[config.mk]
export PLATFORM = sky130hd
export DESIGN_NAME = tx_xgmii_arb
export DESIGN_NICKNAME = d
export VERILOG_FILES = /design/src/rtl/tx_xgmii_arb.sv
export SDC_FILE = /design/constraint.sdc
export NUM_CORES = 1
export LEC_CHECK = 0
export CAP_MARGIN = 30
export CELL_PAD_IN_SITES_DETAIL_PLACEMENT = 1
export CELL_PAD_IN_SITES_GLOBAL_PLACEMENT = 2
export CORE_ASPECT_RATIO = 0.5
export CORE_MARGIN = 2
export CORE_UTILIZATION = 27
export DETAILED_ROUTE_END_ITERATION = 7
export GPL_TIMING_DRIVEN = 0
export PLACE_DENSITY = 0.88
export SYNTH_ARGS = -nofsm -noshare
export SYNTH_HDL_FRONTEND = slang
export SYNTH_SLANG_ARGS = --single-unit
export TNS_END_PERCENT = 100
[constraint.sdc]
create_clock -name clk156 -period 9.25 [get_ports clk156]
set_input_delay 1.85 -clock clk156 [delete_from_list [all_inputs] [get_ports clk156]]
set_output_delay 1.85 -clock clk156 [all_outputs]
set_load 0.05 [all_outputs]
[src/rtl/tx_xgmii_arb.sv]
// Two-port transmit scheduler in front of tx_xgmii: arbitrates port A (data) and
// port B (control), then streams the granted frame as rts + back-to-back words and a gap.
module tx_xgmii_arb #(
    parameter int unsigned GAP_STEPS = 2,
    parameter int unsigned PRIO_B    = 1,
    parameter int unsigned MAX_B_RUN = 4
) (
    input  logic        clk156,
    input  logic        rst,
    input  logic        step,
    input  logic        req_a,
    input  logic        req_b,
    input  logic [15:0] bytes_a,
    input  logic [15:0] bytes_b,
    input  logic [63:0] data_a,
    input  logic [63:0] data_b,
    output logic        rd_a,
    output logic        rd_b,
    output logic        rts,
    output logic [63:0] rdata,
    output logic [15:0] rbytes,
    output logic        busy,
    output logic        sel,
    output logic        err,
    output logic [15:0] pkt_cnt_a,
    output logic [15:0] pkt_cnt_b
);
    localparam int unsigned WCNT_W = 16;
    localparam int unsigned GCNT_W = 4;
    localparam int unsigned BRUN_W = 8;

    localparam logic [2:0] S_IDLE = 3'b001;
    localparam logic [2:0] S_SEND = 3'b010;
    localparam logic [2:0] S_GAP  = 3'b100;

    localparam logic [GCNT_W-1:0] GAP_INIT = GCNT_W'(GAP_STEPS);
    localparam logic [BRUN_W-1:0] BRUN_MAX = BRUN_W'(MAX_B_RUN);

    logic [2:0]        state_q, state_d;
    logic              rts_q, rts_d;
    logic [63:0]       rdata_q, rdata_d;
    logic [15:0]       rbytes_q, rbytes_d;
    logic              sel_q, sel_d;
    logic              err_q, err_d;
    logic [15:0]       cnt_a_q, cnt_a_d;
    logic [15:0]       cnt_b_q, cnt_b_d;
    logic [BRUN_W-1:0] b_run_q, b_run_d;
    logic [WCNT_W-1:0] wcnt_q, wcnt_d;
    logic [GCNT_W-1:0] gcnt_q, gcnt_d;

    logic              any_req;
    logic              win_b;
    logic              port;
    logic              pop;
    logic [15:0]       g_bytes;
    logic [63:0]       g_data;
    logic [WCNT_W-1:0] words;

    // Arbitration winner and the currently addressed port's descriptor/word
    always_comb begin
        any_req = req_a | req_b;
        if (req_a && req_b) begin
            win_b = (PRIO_B != 0) ? (b_run_q != BRUN_MAX) : ~sel_q;
        end else begin
            win_b = req_b;
        end
        port    = (state_q == S_IDLE) ? win_b : sel_q;
        g_bytes = port ? bytes_b : bytes_a;
        g_data  = port ? data_b : data_a;
        words   = {3'b000, g_bytes[15:3]} + WCNT_W'(|g_bytes[2:0]);
    end

    // Next-state and registered-output logic; everything advances only on step
    always_comb begin
        state_d  = state_q;
        rts_d    = rts_q;
        rdata_d  = rdata_q;
        rbytes_d = rbytes_q;
        sel_d    = sel_q;
        err_d    = 1'b0;
        cnt_a_d  = cnt_a_q;
        cnt_b_d  = cnt_b_q;
        b_run_d  = b_run_q;
        wcnt_d   = wcnt_q;
        gcnt_d   = gcnt_q;
        pop      = 1'b0;
        if (step) begin
            case (state_q)
                S_IDLE: begin
                    rts_d = 1'b0;
                    if (!req_a) begin
                        b_run_d = '0;
                    end
                    if (any_req) begin
                        pop   = 1'b1;
                        sel_d = win_b;
                        if (!win_b) begin
                            b_run_d = '0;
                        end else if (req_a && (b_run_q != BRUN_MAX)) begin
                            b_run_d = b_run_q + BRUN_W'(1);
                        end
                        if (g_bytes == 16'd0) begin
                            err_d = 1'b1;
                        end else begin
                            rts_d    = 1'b1;
                            rdata_d  = g_data;
                            rbytes_d = g_bytes;
                            if (win_b) begin
                                cnt_b_d = cnt_b_q + 16'd1;
                            end else begin
                                cnt_a_d = cnt_a_q + 16'd1;
                            end
                            wcnt_d = words - WCNT_W'(1);
                            if (words > WCNT_W'(1)) begin
                                state_d = S_SEND;
                            end else begin
                                state_d = S_GAP;
                                gcnt_d  = GAP_INIT;
                            end
                        end
                    end
                end
                S_SEND: begin
                    rts_d   = 1'b0;
                    rdata_d = g_data;
                    pop     = 1'b1;
                    wcnt_d  = wcnt_q - WCNT_W'(1);
                    if (wcnt_q == WCNT_W'(1)) begin
                        state_d = S_GAP;
                        gcnt_d  = GAP_INIT;
                    end
                end
                S_GAP: begin
                    rts_d  = 1'b0;
                    gcnt_d = gcnt_q - GCNT_W'(1);
                    if (gcnt_q == GCNT_W'(1)) begin
                        state_d = S_IDLE;
                    end
                end
                default: state_d = S_IDLE;
            endcase
        end
    end

    always_ff @(posedge clk156) begin
        if (rst) begin
            state_q  <= S_IDLE;
            rts_q    <= 1'b0;
            rdata_q  <= '0;
            rbytes_q <= '0;
            sel_q    <= 1'b0;
            err_q    <= 1'b0;
            cnt_a_q  <= '0;
            cnt_b_q  <= '0;
            b_run_q  <= '0;
            wcnt_q   <= '0;
            gcnt_q   <= '0;
        end else begin
            state_q  <= state_d;
            rts_q    <= rts_d;
            rdata_q  <= rdata_d;
            rbytes_q <= rbytes_d;
            sel_q    <= sel_d;
            err_q    <= err_d;
            cnt_a_q  <= cnt_a_d;
            cnt_b_q  <= cnt_b_d;
            b_run_q  <= b_run_d;
            wcnt_q   <= wcnt_d;
            gcnt_q   <= gcnt_d;
        end
    end

    // FIFO pops are combinational so the FIFO advances on the capturing edge
    assign rd_a      = pop & ~port & ~rst;
    assign rd_b      = pop & port & ~rst;
    assign rts       = rts_q;
    assign rdata     = rdata_q;
    assign rbytes    = rbytes_q;
    assign busy      = (state_q != S_IDLE);
    assign sel       = sel_q;
    assign err       = err_q;
    assign pkt_cnt_a = cnt_a_q;
    assign pkt_cnt_b = cnt_b_q;

endmodule

Word-level counts from Yosys, hierarchy flattened
Cells that the tools add are included.

operators by class
  add/subtract/negate cells = 7
  order comparisons = 1
  equality and inequality tests = 12
  mux-type cells = 32
  bitwise operators = 12
  reduce and logical (&&, ||, !) cells = 18

operators by type and width
  cell                                                            number
  two-way mux 64 bit                                              3
  one-hot mux 64 bit (2 select lines)                             1
  two-way mux 16 bit                                              3
  adder 16 x 1 -> 16 bit, second input constant                   2
  two-way mux 8 bit                                               4
  one-hot mux 16 bit (2 select lines)                             1
  equality test 16 x 1 -> 1 bit, second input constant            1
  logical NOT 16 bit                                              1
  two-way mux 4 bit                                               4
  subtractor 16 x 1 -> 16 bit, second input constant              1
  two-way mux 3 bit                                               5
  AND reduction 5 bit                                             3
  subtractor 14 x 1 -> 15 bit, second input constant              1
  adder 13 x 1 -> 14 bit                                          1
  greater-than comparator 14 x 1 -> 1 bit, second input constant  1
  one-hot mux 4 bit (3 select lines)                              1
  inequality test 2 bit, second input constant                    5
  one-hot mux 3 bit (3 select lines)                              1
  adder 8 x 1 -> 8 bit, second input constant                     1
  inequality test 8 x 3 -> 1 bit, second input constant           1
  AND reduction 4 bit                                             2
  two-way mux 1 bit                                               7
  NOT 1 bit                                                       7
  AND reduction 6 bit                                             1
  other kinds (17)                                                24

storage, ports and cells
  flip-flop bits (word level) = 146
  input bits = 165
  output and inout port bits = 118
  logic and storage cells = 93

Longest topological paths before layout
  word-level depth = 11
  gate-level depth with buffers = 22
  gate-level depth less buffers = 18

Worst setup path after synthesis
No wires, ideal clock.

  path kind = in2out
  start point = in req_a
  end point = out rd_a
  data arrival time = 4,395 ps
  data required time = 7,400 ps
  setup slack = 3,005 ps
  stages on the path = 7
  buffers on the path = 3
  cell sequence = or4b_4 o21ai_2 buf_4 nand2_2 clkbuf_1 clkbuf_1 a211oi_1

between the ends
  word-level cells in the longest chain between the ends = 6
  elaborated cells between the ends (all ways) = 10
  those cells by class = 5 x mux; 4 x bitwise; 1 x reduce/logical

ends and longest elaborated chain
  what                                                                     RTL line  RTL
  from (decl)                                                              11        input logic req_a,
  bitwise OR 1 bit or logical AND 1 bit (tied branches)                    61, 62
  two-way mux 1 bit, on equally long branches                              94, 62
  one-hot mux 1 bit (2 select lines) or two-way mux 1 bit (tied branches)  88, 67
  two-way mux 1 bit or NOT 1 bit (tied branches)                           87, 174
  bitwise AND 1 bit * (2 in series)                                        174       assign rd_a = pop & ~port & ~rst;
  to (decl)                                                                17        output logic rd_a,

Mark *: on every way between the ends. The rest lies on a longest branch, timed or not.

Worst setup path in the final report
  start point = in req_a
  end point = reg wcnt_q[8]

between the ends
  elaborated cells between the ends (all ways) = 15
  those cells by class = 2 x add/sub; 2 x eq/ne; 6 x mux; 1 x bitwise; 4 x reduce/logical

RTL lines
  what                                 RTL line  RTL
  logical AND 1 bit *                  62        if (req_a && req_b) begin
  two-way mux 1 bit *                  62
  two-way mux 1 bit *                  67        port = (state_q == S_IDLE) ? win_b : sel_q;
  two-way mux 16 bit *                 68        g_bytes = port ? bytes_b : bytes_a;
  via g_bytes[3]                       55        logic [15:0] g_bytes;
  adder 13 x 1 -> 14 bit               70        words = {3'b000, g_bytes[15:3]} + WCNT_W'(|g_bytes[2:0]);
  subtractor 14 x 1 -> 15 bit          113       wcnt_d = words - WCNT_W'(1);
  two-way mux 16 bit                   102       if (g_bytes == 16'd0) begin
  two-way mux 16 bit                   94        if (any_req) begin
  one-hot mux 16 bit (2 select lines)  88        case (state_q)
  to (signal assigned)                 168       wcnt_q <= wcnt_d;
  to (decl)                            48        logic [WCNT_W-1:0] wcnt_q, wcnt_d;

The timed path passes the listed nets; every way through them passes the cells marked *. The select of a mux whose other input is x is not followed.
A chain may end at the register's enable or synchronous reset.

==> flow_summary.ini <==
[sta]
setup_viol = 0
fin_skew_ns = 0.00846
finalCritPeriodShare = 0.808
rsz0062_at_grt = false
worst_slack_ns = 1.77
tightest_slew_ns = 0.914
hold_viol_final = 0
relSlewSlack = 0.384
finalSetupTns_ns = 0
fmax_mhz = 134
finalMaxSlewViolations = 0
period_needed_ns = 7.48

[worst_setup_path]
critPathArrivalTime_ns = 7.84
cp_max_fo = 10
crit_required_ns = 9.61
cp-start-kind = input port
r2r_setup_slack_ns = 3.13
critical_path_class = in -> reg
cp-end-kind = flop

[synthesis]
yosysUniqueCellTypes = 79
synthFlopType = dfxtp_1
seq_area_frac_synth = 0.368
synth_fp_nets = 1216
synthArstFlopShare = 0
synth_edf_count = 0
syn_avg_cell_area_um2 = 7.65
synth_top_area_cell = dfxtp_1
synthCells = 1039
synth_top_area_frac = 0.368
synth_area_um2 = 7950
synth-warning-count = 0
synth_area_leaders = dfxtp_1 37%, nand2_1 9.3%, a311oi_1 7.6%
ys_ff_latch = 146

[clock_network]
ctsResizeCount = 0
clk_pin_slew_worst_paths_ns = 0.06
hold_buffers = 0
cts_buffers = 17
postCtsSetupBuffers = 0
root_buffer = clkbuf_16
cts_tree = yes
cts.sinks = 146
clk-insertion-delay-late_ns = 0.44
clock_path_buffers = 2
htree_levels = 4

[drt]
drcViolationCount = 0
avgViaCountPerCell = 5.20
dr.first_iter.drc_count = 497
antenna_left = 0
firstDrtPassIters = 5
totalWireLength_mm = 34.2
vias = 9086
wire_per_inst_um = 19.6

[layout]
antenna_cells = 0
area_growth_pct = 49.6
num-fill-cells = 3533
drive_above_1_share = 0.0554
nets = 1519

[die]
core_um2 = 29000
die_w_um = 247
initial_core_util = 0.274
rows = 44
die_area_um2 = 30900
io_pins = 283
die_y_um = 125

[global_routing]
grt_max_degree = 17
grt_overflow = 0
grt_pass1_wl_mm = 52.6
track_usage = 0.219
grt_pass1_vias = 9503
antenna_found_initial = 0

[placed_design]
pre_cts_ws_ns = 1.33
portBuffers = 281
place_congestion = 0.886
dpl.hpwl_mm = 26.9

[pwr]
peakVddDrop_uv = 148
power_density_nw_per_um2 = 189
p_leak_nw = 4.13

[outcome]
status = finished clean

[flow_run]
maxCapViolCount = 0

[worst_hold_path]
hold_path.class = reg -> reg
power breakdown:
part / internal [mW] / switching (mW) / leakage (nW)
clock network: 0.448 / 0.282 / 0.302
logic: 0.281 / 0.513 / 2.64
registers: 0.688 / 0.0396 / 1.19
total: 1.42 / 0.834 / 4.13
cell usage in the layout (no fill, tap or decap), types with 4 or more instances in the layout:
cell,n
clkdlybuf4s50_1,281
nand2_1,196
nor2_1,159
dfxtp_1,146
a311oi_1,69
clkbuf_1,52
nand3_1,39
a21oi_1,39
o21ai_0,34
xnor2_1,34
inv_1,24
nor3_1,24
a211oi_1,22
xor2_1,17
clkbuf_16,17
mux2i_1,12
nand4_1,12
ha_1,12
buf_2,11
nor4_1,10
and3_1,10
or3_1,9
clkbuf_8,7
a31oi_1,6
or2_2,5
and4_1,5
or4_1,5
o41ai_1,4
nor3b_1,4
nor2b_1,4
state kept, by name (all words and copies together), names as in the netlist:
name       flops
rdata         64
pkt_cnt_a     16
pkt_cnt_b     16
rbytes        16
wcnt_q        16
b_run_q        8
gcnt_q         4
state_q        3
err            1
rts            1
sel            1
per-layer routing:
layer	global-route usage	vias to the layer above	routed length [um]
met5	0	-	0
met4	0.0585	0	609
met3	0.0517	42	1810
met2	0.373	238	16500
met1	0.278	4487	15300
li1	-	4319	-
cells by family (layout without fill, tap and decap cells):
kind of cell / count (synthesis) / in the layout / share of synthesized area
multiplexers: 12 / 12 / 0.0151
buffers and inverters: 90 / 406 / 0.0450
adder cells (fa/ha/maj): 12 / 12 / 0.0189
AND/OR/NAND/NOR: 513 / 513 / 0.300
XOR/XNOR: 51 / 51 / 0.0562
AO/OA/AOI/OAI: 215 / 215 / 0.197
flip-flops: 146 / 146 / 0.368
worst paths after layout:
path,cells after the start,from,end
worst max-delay path,21,req_a,wcnt_q[8]
worst min-delay path,2,rbytes[4],rbytes[4]
worst max register to register,21,state_q[0],wcnt_q[8]
worst min register to register,2,rbytes[4],rbytes[4]
cell usage after synthesis (3+ instances only):
cell / instances
o21ai_1: 3
nor2b_1: 4
a31oi_1: 6
xor2_1: 17
xnor2_1: 34
nor3_2: 3
nor2_1: 159
and3_1: 10
dfxtp_1: 146
ha_1: 12
or2_2: 5
nor3_1: 24
o41ai_1: 4
or4_1: 5
nor3b_1: 4
a22oi_1: 3
o211ai_1: 3
a311oi_1: 69
a21oi_1: 39
a211oi_1: 22
clkbuf_1: 51
nor4_1: 10
and2_1: 3
nand3b_1: 3
o21ai_0: 34
nand2_1: 196
mux2i_1: 12
buf_2: 10
inv_1: 24
and4_1: 5
a21boi_0: 3
or3_1: 9
nand4_1: 12
nand3_1: 39
critical path, cell delays in order:
cell	delay, ns
clkdlybuf4s50_1	0.55
nor4b_2	0.39
a21boi_2	0.16
buf_2	0.21
nor2_1	0.23
buf_2	0.30
clkbuf_1	0.59
clkbuf_1	0.47
nand2_1	0.13
nand2_1	0.18
ha_1	0.28
ha_1	0.33
and4_1	0.27
nand2_1	0.08
xnor2_1	0.14
mux2i_1	0.30
o31ai_2	0.22
nor2_1	0.46
mux2i_1	0.14
a221o_1	0.39
a21oi_1	0.14
per-stage QoR:
step / total power [mW] / util / std cells / hold slack (ns) / cell area, um^2
after floorplan: 1.22 / - / 1039 / 0.446 / 7950
after global placement: 1.51 / 0.388 / 1711 / 0.445 / 11200
after detailed placement: 1.53 / 0.389 / 1713 / 0.453 / 11300
after CTS: 2.27 / 0.410 / 1745 / 0.468 / 11900
after global routing: 2.36 / 0.410 / 1746 / 0.483 / 11900
final: 2.25 / 0.410 / 1746 / 0.461 / 11900
final cells by class:
cell class / instances / area, um^2 / area share
inverters: 25 / 93.8 / 0.00789
multi-input cells: 803 / 4670 / 0.393
clock buffers: 25 / 526 / 0.0442
plain buffers: 65 / 264 / 0.0222
clock inverters: 7 / 93.8 / 0.00789
flip-flops and latches: 146 / 2920 / 0.246
repair buffers: 284 / 2830 / 0.238
well taps: 391 / 489 / 0.0412
(Power assumes the default switching activity.)
